===== src/rtl/instr_decode_stage_pkg.sv =====
// ---------------------------------------------------------------------------
// instr_decode_stage_pkg
// Shared RV32I decode definitions. This package holds:
//   - the major opcode constants
//   - the immediate-format enum
//   - the skid-buffer state enum
//   - the decoded-entry struct carried through the decode stage
//   - a helper that flags the reserved conditional-branch funct3 encodings
// ---------------------------------------------------------------------------
package instr_decode_stage_pkg;

  localparam logic [6:0] OP_LUI    = 7'b0110111;
  localparam logic [6:0] OP_AUIPC  = 7'b0010111;
  localparam logic [6:0] OP_JAL    = 7'b1101111;
  localparam logic [6:0] OP_JALR   = 7'b1100111;
  localparam logic [6:0] OP_BRANCH = 7'b1100011;
  localparam logic [6:0] OP_LOAD   = 7'b0000011;
  localparam logic [6:0] OP_STORE  = 7'b0100011;
  localparam logic [6:0] OP_IMM    = 7'b0010011;
  localparam logic [6:0] OP_REG    = 7'b0110011;

  typedef enum logic [2:0] {
    FMT_NONE,
    FMT_I,
    FMT_S,
    FMT_B,
    FMT_U,
    FMT_J
  } imm_fmt_e;

  typedef enum logic [1:0] {
    ST_EMPTY,
    ST_ONE,
    ST_FULL
  } state_e;

  typedef struct packed {
    logic [31:0] pc;
    logic [6:0]  opcode;
    logic [4:0]  rd;
    logic [4:0]  rs1;
    logic [4:0]  rs2;
    logic [2:0]  funct3;
    logic [6:0]  funct7;
    logic [31:0] imm;
    logic [31:0] target;
    logic        is_branch;
    logic        is_jal;
    logic        is_jalr;
    logic        illegal;
  } decoded_t;

  // funct3 values 010 and 011 are unassigned in the conditional-branch group.
  function automatic logic is_bad_branch_funct3(input logic [2:0] funct3);
    return (funct3 == 3'b010) || (funct3 == 3'b011);
  endfunction

endpackage


===== src/rtl/instr_decode_stage_imm_gen.sv =====
// ---------------------------------------------------------------------------
// instr_decode_stage_imm_gen
// Combinational immediate generator. It classifies the instruction by opcode
// into an immediate format and produces the sign-extended immediate.
// Ports:
//   instr  in   32  raw instruction word
//   imm    out  32  sign-extended immediate (0 when the format is unknown)
//   fmt    out   3  immediate format (FMT_NONE for unsupported opcodes)
// ---------------------------------------------------------------------------
module instr_decode_stage_imm_gen
  import instr_decode_stage_pkg::*;
(
  input  logic [31:0] instr,
  output logic [31:0] imm,
  output imm_fmt_e    fmt
);

  // Scatter/gather the immediate bits for each format. Anything that is not
  // one of the immediate-carrying opcodes leaves fmt at FMT_NONE, and the
  // top marks such words illegal.
  always_comb begin
    imm = '0;
    fmt = FMT_NONE;
    case (instr[6:0])
      OP_IMM, OP_LOAD, OP_JALR: begin
        fmt = FMT_I;
        imm = {{20{instr[31]}}, instr[31:20]};
      end
      OP_STORE: begin
        fmt = FMT_S;
        imm = {{20{instr[31]}}, instr[31:25], instr[11:7]};
      end
      OP_BRANCH: begin
        fmt = FMT_B;
        imm = {{19{instr[31]}}, instr[31], instr[7], instr[30:25], instr[11:8], 1'b0};
      end
      OP_LUI, OP_AUIPC: begin
        fmt = FMT_U;
        imm = {instr[31:12], 12'b0};
      end
      OP_JAL: begin
        fmt = FMT_J;
        imm = {{11{instr[31]}}, instr[31], instr[19:12], instr[20], instr[30:21], 1'b0};
      end
      // Register-register ops carry no immediate and fall into the
      // unsupported-format bucket with everything else.
      OP_REG:  fmt = FMT_NONE;
      default: fmt = FMT_NONE;
    endcase
  end

endmodule


===== src/rtl/instr_decode_stage.sv =====
// ---------------------------------------------------------------------------
// instr_decode_stage
// Registered RV32I decode stage between the fetch and execute stages. Words
// are decoded on the input side and captured into a main/skid register pair.
// The stage uses valid/ready handshakes on both sides.
// Ports:
//   Clk, Reset                 clock, synchronous active-high reset
//   flush                      drop every buffered entry (branch redirect)
//   in_valid/in_ready          fetch handshake (in_ready is registered)
//   in_instr, in_pc            raw word and its address
//   out_valid/out_ready        execute handshake
//   out_pc                     entry PC (RESET_PC while empty)
//   out_opcode/rd/rs1/rs2      raw instruction fields
//   out_funct3/out_funct7      raw instruction fields
//   out_imm                    sign-extended immediate
//   out_target                 pc + imm for branch/JAL, else 0
//   out_is_branch/jal/jalr     control-flow class (legal words only)
//   out_illegal                unsupported opcode or reserved branch funct3
// ---------------------------------------------------------------------------
module instr_decode_stage
  import instr_decode_stage_pkg::*;
#(
  parameter int              XLEN     = 32,
  parameter logic [XLEN-1:0] RESET_PC = '0
) (
  input  logic            Clk,
  input  logic            Reset,
  input  logic            flush,
  input  logic            in_valid,
  output logic            in_ready,
  input  logic [XLEN-1:0] in_instr,
  input  logic [XLEN-1:0] in_pc,
  output logic            out_valid,
  input  logic            out_ready,
  output logic [XLEN-1:0] out_pc,
  output logic [6:0]      out_opcode,
  output logic [4:0]      out_rd,
  output logic [4:0]      out_rs1,
  output logic [4:0]      out_rs2,
  output logic [2:0]      out_funct3,
  output logic [6:0]      out_funct7,
  output logic [XLEN-1:0] out_imm,
  output logic [XLEN-1:0] out_target,
  output logic            out_is_branch,
  output logic            out_is_jal,
  output logic            out_is_jalr,
  output logic            out_illegal
);

  state_e      state_q, state_d;
  decoded_t    dec, main_q, skid_q, shown;
  logic [31:0] imm;
  imm_fmt_e    fmt;
  logic        in_ready_q;
  logic        accept, pop;
  logic        load_main, main_from_skid, load_skid;
  logic        bad_branch;

  instr_decode_stage_imm_gen u_imm_gen (
    .instr (in_instr),
    .imm   (imm),
    .fmt   (fmt)
  );

  assign accept    = in_valid & in_ready_q;
  assign out_valid = (state_q != ST_EMPTY);
  assign pop       = out_valid & out_ready;
  assign in_ready  = in_ready_q;

  // Decode the incoming word before capture. Execute then sees
  // register-clean fields and nothing is recomputed on the output side.
  always_comb begin
    dec        = '0;
    bad_branch = (fmt == FMT_B) && is_bad_branch_funct3(in_instr[14:12]);
    dec.pc        = in_pc;
    dec.opcode    = in_instr[6:0];
    dec.rd        = in_instr[11:7];
    dec.funct3    = in_instr[14:12];
    dec.rs1       = in_instr[19:15];
    dec.rs2       = in_instr[24:20];
    dec.funct7    = in_instr[31:25];
    dec.imm       = imm;
    dec.illegal   = (fmt == FMT_NONE) || bad_branch;
    dec.is_branch = (fmt == FMT_B) && !bad_branch;
    dec.is_jal    = (fmt == FMT_J);
    dec.is_jalr   = (in_instr[6:0] == OP_JALR);
    if (dec.is_branch || dec.is_jal) begin
      dec.target = in_pc + imm;
    end
  end

  // Next-state logic for the two-entry buffer. Main always holds the oldest
  // entry. The skid register only fills when a word arrives while main is
  // stalled. Flush overrides everything and drops the word offered that cycle.
  always_comb begin
    state_d        = state_q;
    load_main      = 1'b0;
    main_from_skid = 1'b0;
    load_skid      = 1'b0;
    if (flush) begin
      state_d = ST_EMPTY;
    end else begin
      case (state_q)
        ST_EMPTY: begin
          if (accept) begin
            state_d   = ST_ONE;
            load_main = 1'b1;
          end
        end
        ST_ONE: begin
          if (accept && pop) begin
            load_main = 1'b1;
          end else if (accept) begin
            state_d   = ST_FULL;
            load_skid = 1'b1;
          end else if (pop) begin
            state_d = ST_EMPTY;
          end
        end
        ST_FULL: begin
          if (pop) begin
            state_d        = ST_ONE;
            load_main      = 1'b1;
            main_from_skid = 1'b1;
          end
        end
        default: state_d = ST_EMPTY;
      endcase
    end
  end

  // State and data registers. in_ready is registered from the next state, so
  // out_ready never reaches in_ready through combinational logic.
  always_ff @(posedge Clk) begin
    if (Reset) begin
      state_q    <= ST_EMPTY;
      in_ready_q <= 1'b1;
      main_q     <= '0;
      skid_q     <= '0;
    end else begin
      state_q    <= state_d;
      in_ready_q <= (state_d != ST_FULL);
      if (load_main) begin
        main_q <= main_from_skid ? skid_q : dec;
      end
      if (load_skid) begin
        skid_q <= dec;
      end
    end
  end

  // Outputs read as zero while empty, so a stale entry left in main after a
  // pop or flush is never visible. The PC idles at RESET_PC.
  assign shown         = out_valid ? main_q : '0;
  assign out_pc        = out_valid ? main_q.pc : RESET_PC;
  assign out_opcode    = shown.opcode;
  assign out_rd        = shown.rd;
  assign out_rs1       = shown.rs1;
  assign out_rs2       = shown.rs2;
  assign out_funct3    = shown.funct3;
  assign out_funct7    = shown.funct7;
  assign out_imm       = shown.imm;
  assign out_target    = shown.target;
  assign out_is_branch = shown.is_branch;
  assign out_is_jal    = shown.is_jal;
  assign out_is_jalr   = shown.is_jalr;
  assign out_illegal   = shown.illegal;

endmodule


===== config.mk =====
export PLATFORM = sky130hd
export DESIGN_NAME = instr_decode_stage
export DESIGN_NICKNAME = d
export VERILOG_FILES = /design/src/rtl/instr_decode_stage_pkg.sv /design/src/rtl/instr_decode_stage_imm_gen.sv /design/src/rtl/instr_decode_stage.sv
export SDC_FILE = /design/constraint.sdc
export NUM_CORES = 1
export LEC_CHECK = 0
export ABC_CLOCK_PERIOD_IN_PS = 9900
export CORE_AREA = 3 3 198 123
export DETAILED_ROUTE_END_ITERATION = 16
export DIE_AREA = 0 0 201 126
export HOLD_SLACK_MARGIN = 0.02
export PLACE_DENSITY = 0.85
export SLEW_MARGIN = 15
export SYNTH_ARGS = -nofsm -noshare
export SYNTH_HDL_FRONTEND = slang
export SYNTH_HIERARCHICAL = 1
export SYNTH_SLANG_ARGS = --single-unit

===== constraint.sdc =====
create_clock -name Clk -period 9.9 [get_ports Clk]
set_input_delay 1.485 -clock Clk [delete_from_list [all_inputs] [get_ports Clk]]
set_output_delay 1.485 -clock Clk [all_outputs]
set_load 0.01 [all_outputs]

# Word-level counts from Yosys, hierarchy flattened
# Index checks and enable logic that the tools add are counted.
# totals
output_inout_bits,134
word_cells,81
inputBits,69
register_bits,267
# classes
reduce_logical,12
addsub,1
bitwise,2
n_eq_ne,15
mux,23
# ops
cell,n
case mux 32 bit (5 select lines),1
two-way mux 132 bit,1
two-way mux 100 bit,1
two-way mux 32 bit,2
adder 32 bit,1
"equality test 7 bit, second input constant",3
case mux 3 bit (5 select lines),1
"equality test 7 x 5 -> 1 bit, second input constant",2
"equality test 7 x 6 -> 1 bit, second input constant",2
two-way mux 2 bit,6
"equality test 3 x 2 -> 1 bit, second input constant",3
two-way mux 1 bit,9
"equality test 7 x 2 -> 1 bit, second input constant",1
case mux 2 bit (3 select lines),1
"equality test 3 bit, second input constant",1
logical AND 1 bit,3
zero test 3 bit,1
logical OR 1 bit,3
case mux 1 bit (3 select lines),1
OR reduction 3 bit,1
bitwise AND 1 bit,2
"equality test 2 x 1 -> 1 bit, second input constant",1
"equality test 2 bit, second input constant",1
zero test 2 bit,1
other kinds (4),4

# Longest topological paths before layout
# logic_depth
word_depth,10
mapped_depth,15
mapped_depth_nobuf,14

# By module
# The synthesis kept the hierarchy.
# modules_own_cells
mod,area_per_inst_um2,seq_area_each_um2,n_inst,cells_per_inst
instr_decode_stage,12773.5,5345.1,1,1686
instr_decode_stage_imm_gen,544.3,0.0,1,70

# Worst setup path after synthesis
# OpenSTA, ideal clock, no wires.
# synth_timing
path_kind,input to register
start,in in_instr[4]
end,reg skid_q[28] (netlist name)
arrival_ns,4.487
setup_time_ns,0.122
path_slack_ns,5.292
required_time_ns,9.778
n_path_buf,1
path_stages,15
cell_sequence,and4b_1 buf_6 nand2b_2 nor2_4 a32o_1 ha_1 inv_1 fa_1 and2b_1 o211ai_1 a31oi_1 a21boi_0 nor4_1 mux2i_1 a221o_1
# synth_via
elab_chain_len,9
elab_cells_between_ends,20
cone_classes,add/sub (1); eq/ne (10); mux (3); reduce/logical (6)
# synth_lines
element,line,rtl
"start, declared",instr_decode_stage.sv:31,"input logic [XLEN-1:0] in_instr,"
"equality test 7 bit, or another cell as far along",instr_decode_stage_imm_gen.sv:24,case (instr[6:0])
OR reduction 3 bit / OR reduction 2 bit (equally long branches),instr_decode_stage_imm_gen.sv:24,
case mux 3 bit (5 select lines) *,instr_decode_stage_imm_gen.sv:24,
net fmt[1],instr_decode_stage.sv:53,imm_fmt_e fmt;
equality test 3 x 2 -> 1 bit,"instr_decode_stage.sv:74, instr_decode_stage.sv:84",
logical AND 1 bit,instr_decode_stage.sv:74,bad_branch = (fmt == FMT_B) && is_bad_branch_funct3(in_instr[14:12]);
zero test 1 bit,instr_decode_stage.sv:84,dec.is_branch = (fmt == FMT_B) && !bad_branch;
logical AND 1 bit,instr_decode_stage.sv:84,
logical OR 1 bit *,instr_decode_stage.sv:87,if (dec.is_branch || dec.is_jal) begin
two-way mux 32 bit *,instr_decode_stage.sv:87,
"end signal, assigned",instr_decode_stage.sv:139,skid_q <= '0;
"end signal, assigned",instr_decode_stage.sv:147,skid_q <= dec;
"end, declared",instr_decode_stage.sv:51,"decoded_t dec, main_q, skid_q, shown;"
# Mark *: on every way through the listed nets, which the timed path passes. The rest lies on a longest branch.
# A chain may end at the register's enable or synchronous reset.

# Final worst setup path
# layout_timing
start,in in_instr[1]
end,reg skid_q[28] (netlist name)
# The elaborated chain is that of the path after synthesis.

==> results by group <==
Logic synthesis
  – #FFs+latches synth: about 270
  – Synth Area in Compound Gates: 0.199
  – XOR/XNOR Fraction of Synth Area: 0.0158
  – Simple-gate portion of the synthesized area: 0.303
  – Cells after Synth: 1756
  – Synth cell types: 73
  – YS warnings: 6
  – Ys flop type: dfxtp_1
  – Synth Area in Adders: 0.0306
  – EDFF count, synth: 0
  – Async set-or-reset flop fraction in the synthesized netlist: 0
  – Seq/Total Area, Yosys: 0.401
  – Synthesized area: 13300 um^2
  – Syn avg cell area: 7.58 um^2
  – Multiplexer share of the synthesized area: 0.00376
  – Main combinational cell family by area after synthesis: simple AND/OR/NAND/NOR gates
  – Post-synth net total: approximately 1900

Hold path
  – Hold Crit Depth: 2
  – Worst hold start: main_q[44]
  – Hold WC Path Type: reg -> reg

STA
  – Final worst-path cycle share: 0.563
  – Final setup violating endpoints: 0
  – Min Tclk post-route: ~5600 ps
  – Max_slew headroom: 0.237
  – Clk_skew: 19.0 ps
  – RSZ-0062 raised after global routing: no
  – Max Slew Vio Count: 0
  – FMAX: 179 MHz
  – Slew @ Worst Pin: 1140 ps
  – TNS Setup: 0 ps
  – Final Hold Vio Count: 0

Die
  – Core Box Area: between 20000 and 25000 um^2
  – Die area: 25300 um^2
  – Die H: 126 um
  – Ports: roughly 200
  – DIE WIDTH: 201 um
  – Initial core utilization: 0.585
  – Rows: 43

Finish
  – Most frequent cells in the layout: nand2_1 (312), dfxtp_1 (267), a21oi_1 (226), nor2_1 (206), clkdlybuf4s50_1 (201)
  – N_diodes: 0
  – Fin cells: 2192
  – Ratio of cells with drive above 1 in the final layout: 0.0490
  – Final #Nets: 1960
  – Most common cell after layout, fill and taps aside: nand2_1
  – Area Growth Syn to Fin: 21.6%

Clock tree
  – Post-CTS setup buffer count: 0
  – CTS tree: built
  – H-tree depth: 1
  – Clock Sinks: about 270
  – Clock Path Buffers: 3
  – Worst skew pair latency: 530 ps
  – Reg clk slew, reported paths: 70 ps
  – TritonCTS buffer count: 24
  – Post-CTS Resized: 0
  – Root buffer cell: clkbuf_16
  – Hold-fix buffers at CTS: 0

Worst setup path
  – Arr. time, crit path: 6000 ps
  – WS Path Type: in -> reg
  – Required time worst endpoint: 10330 ps
  – R2r setup slk: 6460 ps
  – R2R depth: 7
  – CP delay by family, top: compound AO/OA/AOI/OAI gates
  – Critical path depth: 15
  – CP Capture Type: flip-flop
  – Worst R2R Start: in_ready
  – Crit-path max FO: 12
  – CP Launch Point: in_instr[1]
  – Max stage delay cell, worst path: clkdlybuf4s50_1
  – Sum of buffers and inverters on the critical path: 2
  – Critical Path Max Stage Delay: 630 ps
  – Worst Setup Start Kind: input port
  – Critical Path, Cell by Cell: clkdlybuf4s50_1 > and4b_1 > nand2b_2 > nor2_4 > a32o_1 > ha_1 > inv_1 > fa_1 > and2b_1 > o211ai_1 > a31oi_1 > a21boi_0 > nor4_1 > mux2i_1 > a221o_1

Place
  – Routability congestion estimate: between 0.9 and 1
  – Cells after DPL: 2148
  – Port buffer count: roughly 200
  – Hpwl dp: 30700 um

Global route
  – Vias in the first global route: 12000
  – Grt ovf: 0
  – Antenna violations before repair: 0
  – First-pass GRT wire length: 68200 um
  – Largest net degree at the start of global routing: 140
  – GRT Total Usage: 0.332

Route
  – Via-per-instance ratio: 6.16
  – Drt total wl: 44600 um
  – Iter 0 DRT Violations: 1782
  – DRC errors left: 0
  – Post-DR wirelength/cell: around 20 um
  – DR vias: 13500
  – First-pass iteration count of the detailed router: 8
  – Final ANT Viol Nets: 0

Job
  – Number of max-cap violations: 0

Outcome
  – Status: complete, no violations

Pwr
  – Static leakage: ~6.1 nW
  – Pwr Density: between 100 and 150 nW/um^2
  – Peak supply drop: 0.110 mV
-- state kept, by name (all words and copies together) (netlist names) --
| name | count |
|---|---|
| in_ready | 1 |
| main_q | 132 |
| state_q | 2 |
| skid_q | 132 |
-- path summary, 6_finish.rpt --
kind,endpoint
worst min-delay path,main_q[44]
worst min register to register,main_q[44]
worst max register to register,main_q[127]
worst max-delay path,skid_q[28]
-- per-layer routing --
layer | part of all wire | wire, um | GRT usage | up-vias
met5 | 0 | 0 | 0 | -
met4 | 0.021 | 959 | 0.0664 | 0
met3 | 0.13 | 5970 | 0.0987 | 70
met2 | 0.41 | 18300 | 0.470 | 835
met1 | 0.44 | 19400 | 0.499 | 6349
li1 | - | - | - | 6245
-- kinds of logic (layout without fill, tap and decap cells) --
family,Yosys count,count (layout)
and+or+nand+nor,844,844
AOI/OAI and AO/OA,430,430
muxes,5,5
buffers and inverters,154,275
DFF,267,267
xor gates and xnor gates,24,24
adders and majority gates,32,32
-- cells in the mapped netlist (all sizes together), types with 12 or more instances --
library cell,count,share of area
nand2,313,0.088
dfxtp,267,0.40
a21oi,229,0.087
nor2,210,0.060
and2,135,0.064
clkbuf,119,0.034
nor4,57,0.027
a22oi,55,0.031
o21ai,35,0.013
nand3,32,0.013
ha,31,0.029
a21o,26,0.015
and3,20,0.0094
buf,19,0.0082
nor3,19,0.0079
a22o,16,0.011
inv,16,0.0045
xnor2,14,0.0092
nand4,12,0.0068
nor2b,12,0.0056
-- final cells by class --
type                            count  area [um^2]
Clock buffer                       35          733
Clock inverter                      9          145
Fill cell                        1808         6560
Inverter                           16         60.1
Multi-Input combinational cell   1335         7400
Sequential cell                   267         5350
Tap cell                          315          394
Timing Repair Buffer              215         2120
-- per-stage QoR --
stage	hold WS (ps)	power, mW	cell area (um^2)	setup slack, ps	util
after floorplan	425	1.26	13300	5290	-
after global placement	434	1.35	15300	4130	0.673
after detailed placement	442	1.36	15300	4000	0.673
after CTS	451	2.37	16200	4480	0.712
after global routing	466	2.44	16200	4020	0.712
final	449	2.38	16200	4330	0.712
-- tightest hold or removal path: cells and delay by family, from the launching register on --
kind,cells,cell delay (ps)
AND/OR/NAND/NOR,1,50
AO/OA/AOI/OAI,1,50
flip-flops,1,300
-- where the power goes --
group / internal (mW) / leakage [nW] / switching (mW)
combinational: 0.0819 / 3.52 / 0.155
clock: 0.618 / 0.438 / 0.422
sequential: 1.10 / 2.16 / 0.0114
total: 1.80 / 6.13 / 0.588
Power figures use the tool's default switching activity.
